File: src/rtl/wait_xfer_sequencer_pkg.sv
// Shared state encoding for the wait/transfer sequencer.
// Encoding is fixed so that state values seen in waveforms and debug taps stay stable.
package wait_xfer_sequencer_pkg;

    typedef enum logic [1:0] {
        ST_IDLE    = 2'd0,
        ST_WAIT_EN = 2'd1,
        ST_DLY1    = 2'd2,
        ST_DLY2    = 2'd3
    } state_t;

endpackage

File: src/rtl/wait_xfer_sequencer_delay_cnt.sv
// seq_delay_cnt: loadable down-counter that saturates at zero and flags zero.
// Latency: load and decrement take effect at the next edge; zero is combinational from the count.
// Backpressure: none; it decrements only when dec is high.
module seq_delay_cnt #(
    parameter int CNT_W = 8
) (
    input  logic             clk,
    input  logic             rst_n,
    input  logic             i_load,
    input  logic [CNT_W-1:0] i_load_val,
    input  logic             i_dec,
    output logic             o_zero
);

    logic [CNT_W-1:0] r_cnt;

    always_ff @(posedge clk or negedge rst_n) begin
        if (!rst_n) begin
            r_cnt <= '0;
        end else if (i_load) begin
            r_cnt <= i_load_val;
        end else if (i_dec && (r_cnt != '0)) begin
            r_cnt <= r_cnt - CNT_W'(1);
        end
    end

    assign o_zero = (r_cnt == '0);

endmodule

File: src/rtl/wait_xfer_sequencer.sv
// Sequencer for "wait (!enable) #D1 a = b; #D2 c = d;" driven by a start pulse.
// Latency: a_out updates DELAY1 edges after enable is sampled low, c_out DELAY2 edges later.
// Backpressure: start is accepted only in IDLE; WAIT_TIMEOUT_EN adds a bounded enable wait.
module wait_xfer_sequencer
    import wait_xfer_sequencer_pkg::*;
#(
    parameter int WIDTH   = 1,
    parameter int CNT_W   = 8,
    parameter int DELAY1  = 10,
    parameter int DELAY2  = 10,
    parameter int TIMEOUT = 100
) (
    input  logic             clk,
    input  logic             rst_n,
    input  logic             start,
    input  logic             enable,
    input  logic [WIDTH-1:0] b_in,
    input  logic [WIDTH-1:0] d_in,
    output logic [WIDTH-1:0] a_out,
    output logic [WIDTH-1:0] c_out,
    output logic             a_wr,
    output logic             c_wr,
    output logic             busy,
    output logic             timeout
);

    localparam logic [CNT_W-1:0] L_D1_M1 = CNT_W'(DELAY1 - 1);
    localparam logic [CNT_W-1:0] L_D2_M1 = CNT_W'(DELAY2 - 1);

    if ((DELAY1 < 1) || (DELAY1 > (2 ** CNT_W) - 1) ||
        (DELAY2 < 1) || (DELAY2 > (2 ** CNT_W) - 1) || (TIMEOUT < 1)) begin : g_bad_param
        $error("wait_xfer_sequencer: DELAY1/DELAY2/TIMEOUT out of range");
    end

    state_t           r_state;
    state_t           w_next;
    logic             w_load;
    logic [CNT_W-1:0] w_load_val;
    logic             w_dec;
    logic             w_cnt_zero;
    logic             w_xfer_a;
    logic             w_xfer_c;
    logic             w_tmo;
    logic             w_wait_expired;
    logic [WIDTH-1:0] r_a;
    logic [WIDTH-1:0] r_c;
    logic             r_a_wr;
    logic             r_c_wr;

    seq_delay_cnt #(.CNT_W(CNT_W)) u_dly_cnt (
        .clk        (clk),
        .rst_n      (rst_n),
        .i_load     (w_load),
        .i_load_val (w_load_val),
        .i_dec      (w_dec),
        .o_zero     (w_cnt_zero)
    );

    always_comb begin
        w_next     = r_state;
        w_load     = 1'b0;
        w_load_val = '0;
        w_dec      = 1'b0;
        w_xfer_a   = 1'b0;
        w_xfer_c   = 1'b0;
        w_tmo      = 1'b0;
        case (r_state)
            ST_IDLE: begin
                if (start) w_next = ST_WAIT_EN;
            end
            ST_WAIT_EN: begin
                // enable low on the expiry edge still wins over the timeout
                if (!enable) begin
                    w_next     = ST_DLY1;
                    w_load     = 1'b1;
                    w_load_val = L_D1_M1;
                end else if (w_wait_expired) begin
                    w_next = ST_IDLE;
                    w_tmo  = 1'b1;
                end
            end
            ST_DLY1: begin
                if (w_cnt_zero) begin
                    w_next     = ST_DLY2;
                    w_xfer_a   = 1'b1;
                    w_load     = 1'b1;
                    w_load_val = L_D2_M1;
                end else begin
                    w_dec = 1'b1;
                end
            end
            ST_DLY2: begin
                if (w_cnt_zero) begin
                    w_next   = ST_IDLE;
                    w_xfer_c = 1'b1;
                end else begin
                    w_dec = 1'b1;
                end
            end
            default: w_next = ST_IDLE;
        endcase
    end

    always_ff @(posedge clk or negedge rst_n) begin
        if (!rst_n) begin
            r_state <= ST_IDLE;
            r_a     <= '0;
            r_c     <= '0;
            r_a_wr  <= 1'b0;
            r_c_wr  <= 1'b0;
        end else begin
            r_state <= w_next;
            r_a_wr  <= w_xfer_a;
            r_c_wr  <= w_xfer_c;
            if (w_xfer_a) r_a <= b_in;
            if (w_xfer_c) r_c <= d_in;
        end
    end

`ifdef WAIT_TIMEOUT_EN
    localparam int WCNT_W = (TIMEOUT > 1) ? $clog2(TIMEOUT) : 1;

    logic [WCNT_W-1:0] r_wcnt;
    logic              r_timeout;

    // Outside WAIT_EN the counter sits at zero, so every wait starts fresh.
    always_ff @(posedge clk or negedge rst_n) begin
        if (!rst_n) begin
            r_wcnt    <= '0;
            r_timeout <= 1'b0;
        end else begin
            r_timeout <= w_tmo;
            if (r_state != ST_WAIT_EN) begin
                r_wcnt <= '0;
            end else if (enable && !w_wait_expired) begin
                r_wcnt <= r_wcnt + WCNT_W'(1);
            end
        end
    end

    assign w_wait_expired = (r_wcnt == WCNT_W'(TIMEOUT - 1));
    assign timeout        = r_timeout;
`else
    assign w_wait_expired = 1'b0;
    assign timeout        = 1'b0;
`endif

    assign a_out = r_a;
    assign c_out = r_c;
    assign a_wr  = r_a_wr;
    assign c_wr  = r_c_wr;
    assign busy  = (r_state != ST_IDLE);

endmodule

File: config.mk
export PLATFORM = sky130hd
export DESIGN_NAME = wait_xfer_sequencer
export DESIGN_NICKNAME = d
export VERILOG_FILES = /design/src/rtl/wait_xfer_sequencer_pkg.sv /design/src/rtl/wait_xfer_sequencer_delay_cnt.sv /design/src/rtl/wait_xfer_sequencer.sv
export SDC_FILE = /design/constraint.sdc
export NUM_CORES = 1
export LEC_CHECK = 0
export ABC_CLOCK_PERIOD_IN_PS = 2100
export BUFFER_PORTS_ARGS = -buffer_cell sky130_fd_sc_hd__clkbuf_2
export CORE_MARGIN = 2
export CORE_UTILIZATION = 29
export CTS_BUF_LIST = sky130_fd_sc_hd__clkbuf_4 sky130_fd_sc_hd__clkbuf_8 sky130_fd_sc_hd__clkbuf_16
export CTS_CLUSTER_DIAMETER = 80
export DETAILED_ROUTE_END_ITERATION = 6
export GPL_TIMING_DRIVEN = 0
export PLACE_DENSITY_LB_ADDON = 0.2
export SETUP_SLACK_MARGIN = 0.15
export SLEW_MARGIN = 5
export SYNTH_ARGS = -nofsm -noshare
export SYNTH_HDL_FRONTEND = slang
export SYNTH_SLANG_ARGS = --single-unit
File: constraint.sdc
create_clock -name clk -period 2.1 [get_ports clk]
set_input_delay 0.42 -clock clk [delete_from_list [all_inputs] [get_ports clk]]
set_output_delay 0.42 -clock clk [all_outputs]
set_load 0.01 [all_outputs]
### Word-level counts from Yosys, hierarchy flattened

Index checks and enable logic that the tools add are counted.

* add/subtract/negate cells: 1
* eq/ne operators: 7
* mux-type cells: 17
* reduce and logical (&&, ||, !) cells: 8

Operators with widths (number)
* two-way mux 8 bit: 2
* zero test 8 bit: 1
* two-way mux 2 bit: 4
* two-way mux 4 bit: 2
* case mux 2 bit (4 select lines): 1
* case mux 4 bit (2 select lines): 1
* nonzero test 8 bit: 1
* subtractor 8 x 1 -> 8 bit, second input constant: 1
* two-way mux 1 bit: 6
* equality test 2 bit, second input constant: 2
* != test 2 x 1 -> 1 bit, second input constant: 2
* != test 2 bit, second input constant: 2
* AND reduction 4 bit: 1
* nonzero test 2 bit: 2
* equality test 2 x 1 -> 1 bit, second input constant: 1
* zero test 2 bit: 1
* case mux 1 bit (2 select lines): 1
* OR reduction 2 bit: 1
* logical AND 1 bit: 1

* bits in registers: 14
* input bits: 6
* word-level logic and storage cells: 39

### Logic depth before layout (Yosys ltp)

Gate-level depths: netlist (run 1).

* depth in word-level cells: 6
* gate-level depth with buffers: 6

### Modules after synthesis

A second synthesis (run 1) with hierarchy kept.

* cell total of the unflattened synthesis: 90
* area total of the unflattened synthesis: 890.9 µm²

By module, submodules not included
* seq_delay_cnt: times used 1, cells an instance 58, area each 528.0 µm²
* wait_xfer_sequencer: times used 1, cells an instance 32, area each 362.8 µm²

### Least setup slack after synthesis (run 1)

Ideal clock, no wire load.

* path kind: flip-flop to flip-flop
* from: register u_dly_cnt.r_cnt[0]
* to: register u_dly_cnt.r_cnt[7]
* data arrival time: 1628 ps
* required time: 2023 ps
* setup slack: 394 ps
* cell stages (with the launch flop): 7
* period minus slack after synthesis: 1706 ps
* cells stage by stage: dfrtp_1 > inv_1 > ha_1 > nor3b_2 > a21o_4 > or4b_1 > a21oi_1

* cells in the longest elaborated chain, start to end: 5
* elaborated cells on any way between the ends: 11
* those cells by class: add/sub: 1; mux: 6; reduce/logical: 4

RTL lines
* start: declaration: RTL line wait_xfer_sequencer_delay_cnt.sv:15 `logic [CNT_W-1:0] r_cnt;`
* start signal: assignment: RTL line wait_xfer_sequencer_delay_cnt.sv:21 `r_cnt <= i_load_val;`
* start signal: assignment: RTL line wait_xfer_sequencer_delay_cnt.sv:23 `r_cnt <= r_cnt - CNT_W'(1);`
* branches (longest 5 deep; another with subtractor 8 x 1 -> 8 bit)

Parallel ways; which one is timed is not known. The select of a mux whose other input is x is not followed.
A chain may end at the register's enable or synchronous reset.

### Final worst setup path (run 1)

Same ends and word-level chain as after synthesis.

==> results of run 1 <==
==> cell type report <==
| class | instances | area [um^2] |
|---|---|---|
| fill | 269 | 1610 |
| buffer | 1 | 7.51 |
| multi-input combinational | 52 | 432 |
| sequential | 14 | 350 |
| timing repair buffer | 10 | 50.0 |
| clock buffer | 4 | 36.3 |
| tap | 30 | 37.5 |
| inverter | 6 | 22.5 |
==> timing repair <==
action,CTS,global route
setup endpoints to repair,0,9
gates resized for setup,0,3
buffers inserted,0,0
==> state kept, by name, summed over array words and instances (netlist names) <==
signal and cells:
a_out 1, a_wr 1, c_out 1, c_wr 1
r_state 2, u_dly_cnt.r_cnt 8
==> per-layer routing <==
metal  up-vias  track usage (%)  routed length (um)
met1       269             13.7                 705
li1        282                -                   -
met4         0             3.06                  19
met5         -                0                   0
met3         2             4.15                  41
met2         5             15.0                 669
==> how the worst max path moves through the flow <==
| stage | from | to | slack, ns |
|---|---|---|---|
| CTS | u_dly_cnt.r_cnt[0] | u_dly_cnt.r_cnt[2] | 0.18 |
| floorplan | u_dly_cnt.r_cnt[0] | u_dly_cnt.r_cnt[7] | 0.39 |
| global placement | u_dly_cnt.r_cnt[0] | u_dly_cnt.r_cnt[6] | 0.24 |
| global route | u_dly_cnt.r_cnt[0] | u_dly_cnt.r_cnt[7] | 0.17 |
| detailed placement | u_dly_cnt.r_cnt[0] | u_dly_cnt.r_cnt[2] | 0.22 |
| finish | u_dly_cnt.r_cnt[0] | u_dly_cnt.r_cnt[7] | 0.28 |
==> layout by cell type (no fill, tap or decap) <==
cell type,instances
a211oi_1,2
ha_1,6
clkbuf_4,3
mux2_2,2
dfrtp_1,14
nand4b_1,1
mux2_1,1
xnor2_1,4
nor2_1,7
clkbuf_2,10
clkbuf_8,1
conb_1,1
and3_1,1
or4b_1,1
buf_4,1
mux2i_1,1
nor3b_1,1
nor4_4,1
a21boi_4,1
nand2_1,2
o41ai_1,1
ha_2,1
o21ai_0,3
a21o_4,1
or3_1,3
inv_1,6
nand2b_1,3
nor3b_4,1
o211ai_2,1
nand3_1,1
a21oi_1,5
==> power groups by stage <==
stage,Clock (W),Combinational (W),Sequential [W]
floorplan,0,0.000487,0.000477
detailed placement,0,0.000629,0.000495
global placement,0,0.000620,0.000488
global route,0.000221,0.000744,0.000508
finish,0.000198,0.000652,0.000493
CTS,0.000208,0.000634,0.000489
==> logic make-up (layout without fill, tap and decap cells) <==
family / count (synthesis) / count (layout) / share of synthesized area (%)
compound gates: 14 / 14 / 12.9
xor+xnor: 4 / 4 / 4.40
fa+ha+maj: 7 / 7 / 11.0
buf+inv: 7 / 21 / 3.77
flops: 14 / 14 / 44.0
mux: 4 / 4 / 5.50
other cells: 1 / 1 / 0.471
simple gates: 22 / 22 / 17.9
==> metrics by stage <==
step	hold slack (ns)	setup slack, ns
floorplan	0.124	0.394
CTS	0.0369	0.177
detailed placement	0.354	0.219
global route	0.0530	0.170
finish	0.0332	0.280
global placement	0.351	0.240
==> critical path, cell delays in order, from the launching register on <==
cell	delay, ns
dfrtp_1	0.39
inv_1	0.08
ha_1	0.20
nor3b_4	0.18
a21o_4	0.26
or4b_1	0.50
a21oi_1	0.15
==> results_dict.tcl, run 1 <==
set metrics [dict create \
    postRouteAntennaNets 0 \
    setup.worst_path.start_class "register" \
    dp.cells 113 \
    yosysMostFrequentCell "dfrtp_1" \
    switchingPower_w 0.000547 \
    drt_iter0_drc 17 \
    yosysSeqAreaShare_pct 44.0 \
    r2r_setup_slack_ns 0.28 \
    layout-drive-gt1-share_pct 26.4 \
    grt_setup_unrepaired "no" \
    initial_core_util_pct 31.3 \
    place_area_um2 883 \
    grt-ovfl-total 0 \
    worstRegToRegCells 6 \
    pwr-share-seq_pct 36.7 \
    hpwlAfterDp_um 1070 \
    grt_first_pass_wirelength_um 2480 \
    outcome "finished clean" \
    first_global_vias 527 \
    die_area_um2 3180 \
    final_cell_count_no_fill 117 \
    ys.warnings.count 0 \
    synthArstFlopShare_pct 100 \
    clk_latency_ns 0.28 \
    cts_sinks 14 \
    fin_crit_ns 1.82 \
    r2r_start "u_dly_cnt.r_cnt[0]" \
    p_clk_share_pct 14.8 \
    die-width_um 56.4 \
    grt_use_total_pct 10.2 \
    route.vias.total 558 \
    hold_buffers 0 \
    clk_pin_slew_ns 0.09 \
    ys_top_cells_by_area "dfrtp_1, ha_1, xnor2_1, nor2_1, a21oi_1" \
    drc 0 \
    syn_inst 73 \
    nets 101 \
    p_leak_nw 0.439 \
    clk_path_buf_depth 2 \
    tns_ns 0 \
    comb_power_share_pct 48.5 \
    crit_arrival_ns 2.03 \
    port_buffers 10 \
    antenna_cells 0 \
    design_area_um2 936 \
    r2r-end "u_dly_cnt.r_cnt[7]" \
    drt_wl_total_um 1440 \
    finalHoldViolCount 0 \
    holdCritPathClass "in2async" \
    via_per_inst 4.77 \
    coreArea_um2 2540 \
    grt_max_degree 15 \
    cts_root_buffer "clkbuf_4" \
    synth_edf_count 0 \
    finalClockSkew_ns 0.00276 \
    fmax_ghz 0.549 \
    synth_area_um2 796 \
    synth_area_leader_cell "dfrtp_1" \
    finalCritPeriodShare_pct 86.7 \
    synth.top_cell.area_share_pct 44.0 \
    antenna_found_initial 0 \
    numCtsBuffers 3 \
    syn_nets 86 \
    total_power_w 0.00134 \
    drv_cap 0 \
    die_h_um 56.4 \
    synth_common_cells "dfrtp_1, ha_1, nor2_1" \
    area_delta_synth_final_pct 17.6 \
    powerDensity_nw_per_um2 1430 \
    ys_types 27 \
    ioPinCount 12 \
    critical_path_class "reg2reg" \
    h-tree-depth 1 \
    finalCoreUtilization_pct 36.8 \
    p_sw_share_pct 40.8 \
    internal_power_w 0.000795 \
    finalSetupViolCount 0 \
    synth_ff_type "dfrtp_1" \
    postSynthAreaPerCell_um2 10.9 \
    ir_drop_mv 0.622 \
    cts_tree "done" \
    cp_max_fo 7 \
    place_congestion 0.734 \
    slew_viol_final 0 \
    required_ns 2.31 \
    wl_per_cell_um 12.3 \
    first_pass_iters 3 \
    ys_seq_elements 14 \
    std_cell_rows 18 \
    cp-end-kind "register" \
]
(Power assumes the default switching activity.)
==> inputs of run 2 (changes only) <==
Settings changed: CORE_UTILIZATION 29 to 53.
==> results_dict.tcl, run 2 (synthesis gave the netlist of run 1 again) <==
set metrics [dict create \
    outcome "finished clean" \
    numCtsBuffers 3 \
    crit_arrival_ns 2.04 \
    n_fill_cell 96 \
    die_h_um 42.8 \
    hpwlAfterDp_um 1080 \
    cp_max_fo 7 \
    ioPinCount 12 \
    ir_drop_mv 0.779 \
    via_per_inst 5.53 \
    reg_top3 "u_dly_cnt.r_cnt (8), r_state (2)" \
    place_congestion 0.794 \
    grt_setup_unrepaired "no" \
    largest_register_ffs 8 \
    die_area_um2 1830 \
    first_global_vias 574 \
    max_stage_delay_ns 0.51 \
    slew_viol_final 0 \
    place_area_um2 865 \
    setup.worst_path.start_class "register" \
    postRouteAntennaNets 0 \
    critical_path_class "reg2reg" \
    first_pass_iters 4 \
    final_cell_mix "dfrtp_1, clkbuf_2, nor2_1, ha_1, inv_1" \
    area_delta_synth_final_pct 14.0 \
    dp.cells 98 \
    initial_core_util_pct 58.9 \
    cts_root_buffer "clkbuf_4" \
    drv_cap 0 \
    cp-end-kind "register" \
    finalSetupViolCount 0 \
    fmax_ghz 0.548 \
    r2r_start "u_dly_cnt.r_cnt[0]" \
    antenna_found_initial 0 \
    clk_latency_ns 0.28 \
    finalCoreUtilization_pct 67.2 \
    port_buffers 10 \
    clk_path_buf_depth 2 \
    grt_max_degree 15 \
    cts_tree "done" \
    cp_cell_sequence "inv_1 > ha_1 > nor3b_4 > a21o_4 > or4b_1 > a21oi_1" \
    finalHoldViolCount 0 \
    drt_iter0_drc 9 \
    wl_per_cell_um 13.8 \
    layout_commonest_cell "dfrtp_1" \
    finalClockSkew_ns 0.00281 \
    route.vias.total 564 \
    fin_crit_ns 1.83 \
    antenna_cells 0 \
    grt_use_total_pct 18.4 \
    tns_ns 0 \
    nets 101 \
    coreArea_um2 1350 \
    grt-ovfl-total 0 \
    holdCritPathClass "in2async" \
    finalCritPeriodShare_pct 86.9 \
    design_area_um2 907 \
    crit_slowest_cell "or4b_1" \
    regMostFlops "u_dly_cnt.r_cnt" \
    layout-drive-gt1-share_pct 25.3 \
    final_cell_count_no_fill 102 \
    drc 0 \
    p_leak_nw 0.437 \
    setup.worst_path.start "u_dly_cnt.r_cnt[0]" \
    clk_pin_slew_ns 0.09 \
    grt_first_pass_wirelength_um 2500 \
    drt_wl_total_um 1410 \
    std_cell_rows 13 \
    powerDensity_nw_per_um2 1460 \
    cts_sinks 14 \
    required_ns 2.32 \
    h-tree-depth 1 \
    die-width_um 42.8 \
]
## run 2: cell counts in the layout (fill, tap and decap cells not counted)
Identical to the previous run, type by type.
## run 2: power breakdown
group	total (W)	internal, W	leakage [nW]	switching (W)
registers	0.000492	0.000377	0.176	0.000115
logic	0.000640	0.000299	0.240	0.000341
clock network	0.000197	0.000106	0.0210	0.0000912
total	0.00133	0.000782	0.437	0.000546
## run 2: final cells by class
cell class / count / area (um^2) / share of cell area [%]
Multi-Input combinational cell: 52 / 422 / 46.5
Sequential cell: 14 / 350 / 38.6
Timing Repair Buffer: 10 / 50.0 / 5.52
Clock buffer: 4 / 36.3 / 4.00
Inverter: 6 / 22.5 / 2.48
Tap cell: 15 / 18.8 / 2.07
Buffer: 1 / 7.51 / 0.828
## run 2: path summary, 6_finish.rpt
kind,to,slack [ns],depth (start not counted)
min in group clk,a_out,0.37,2
max in group asynchronous,a_out,1.83,1
worst min-delay path,c_wr,0.02,1
worst max register to register,u_dly_cnt.r_cnt[7],0.27,6
worst min register to register,c_out,0.53,1
worst max-delay path,u_dly_cnt.r_cnt[7],0.27,6
## run 2: through the flow
stage               setup slack, ns  power, W  hold slack (ns)
CTS                           0.225   0.00133           0.0281
global placement              0.280   0.00109            0.340
detailed placement            0.238   0.00112            0.344
global route                  0.161   0.00143           0.0589
floorplan                     0.394  0.000964            0.124
finish                        0.275   0.00133           0.0174
## run 2: metal layers
metal / vias to the layer above / GRT usage, % / share of wire [%]
met1: 266 / 21.7 / 42
li1: 279 / - / -
met4: 0 / 8.75 / 1.5
met2: 17 / 32.1 / 52
met3: 2 / 2.98 / 3.8
met5: - / 0 / 0
## run 2: worst max-delay path, delay by kind of cell (launching register included)
kind | cells | cell delay [ns]
flops | 1 | 0.38
simple gates | 2 | 0.69
compound gates | 2 | 0.41
fa+ha+maj | 1 | 0.20
buf+inv | 1 | 0.08
## run 2: repair_timing
item                       in CTS  in global routing
gates resized for setup         0                  1
buffers inserted                0                  0
setup endpoints to repair       0                  9
hold buffers                    0                  0
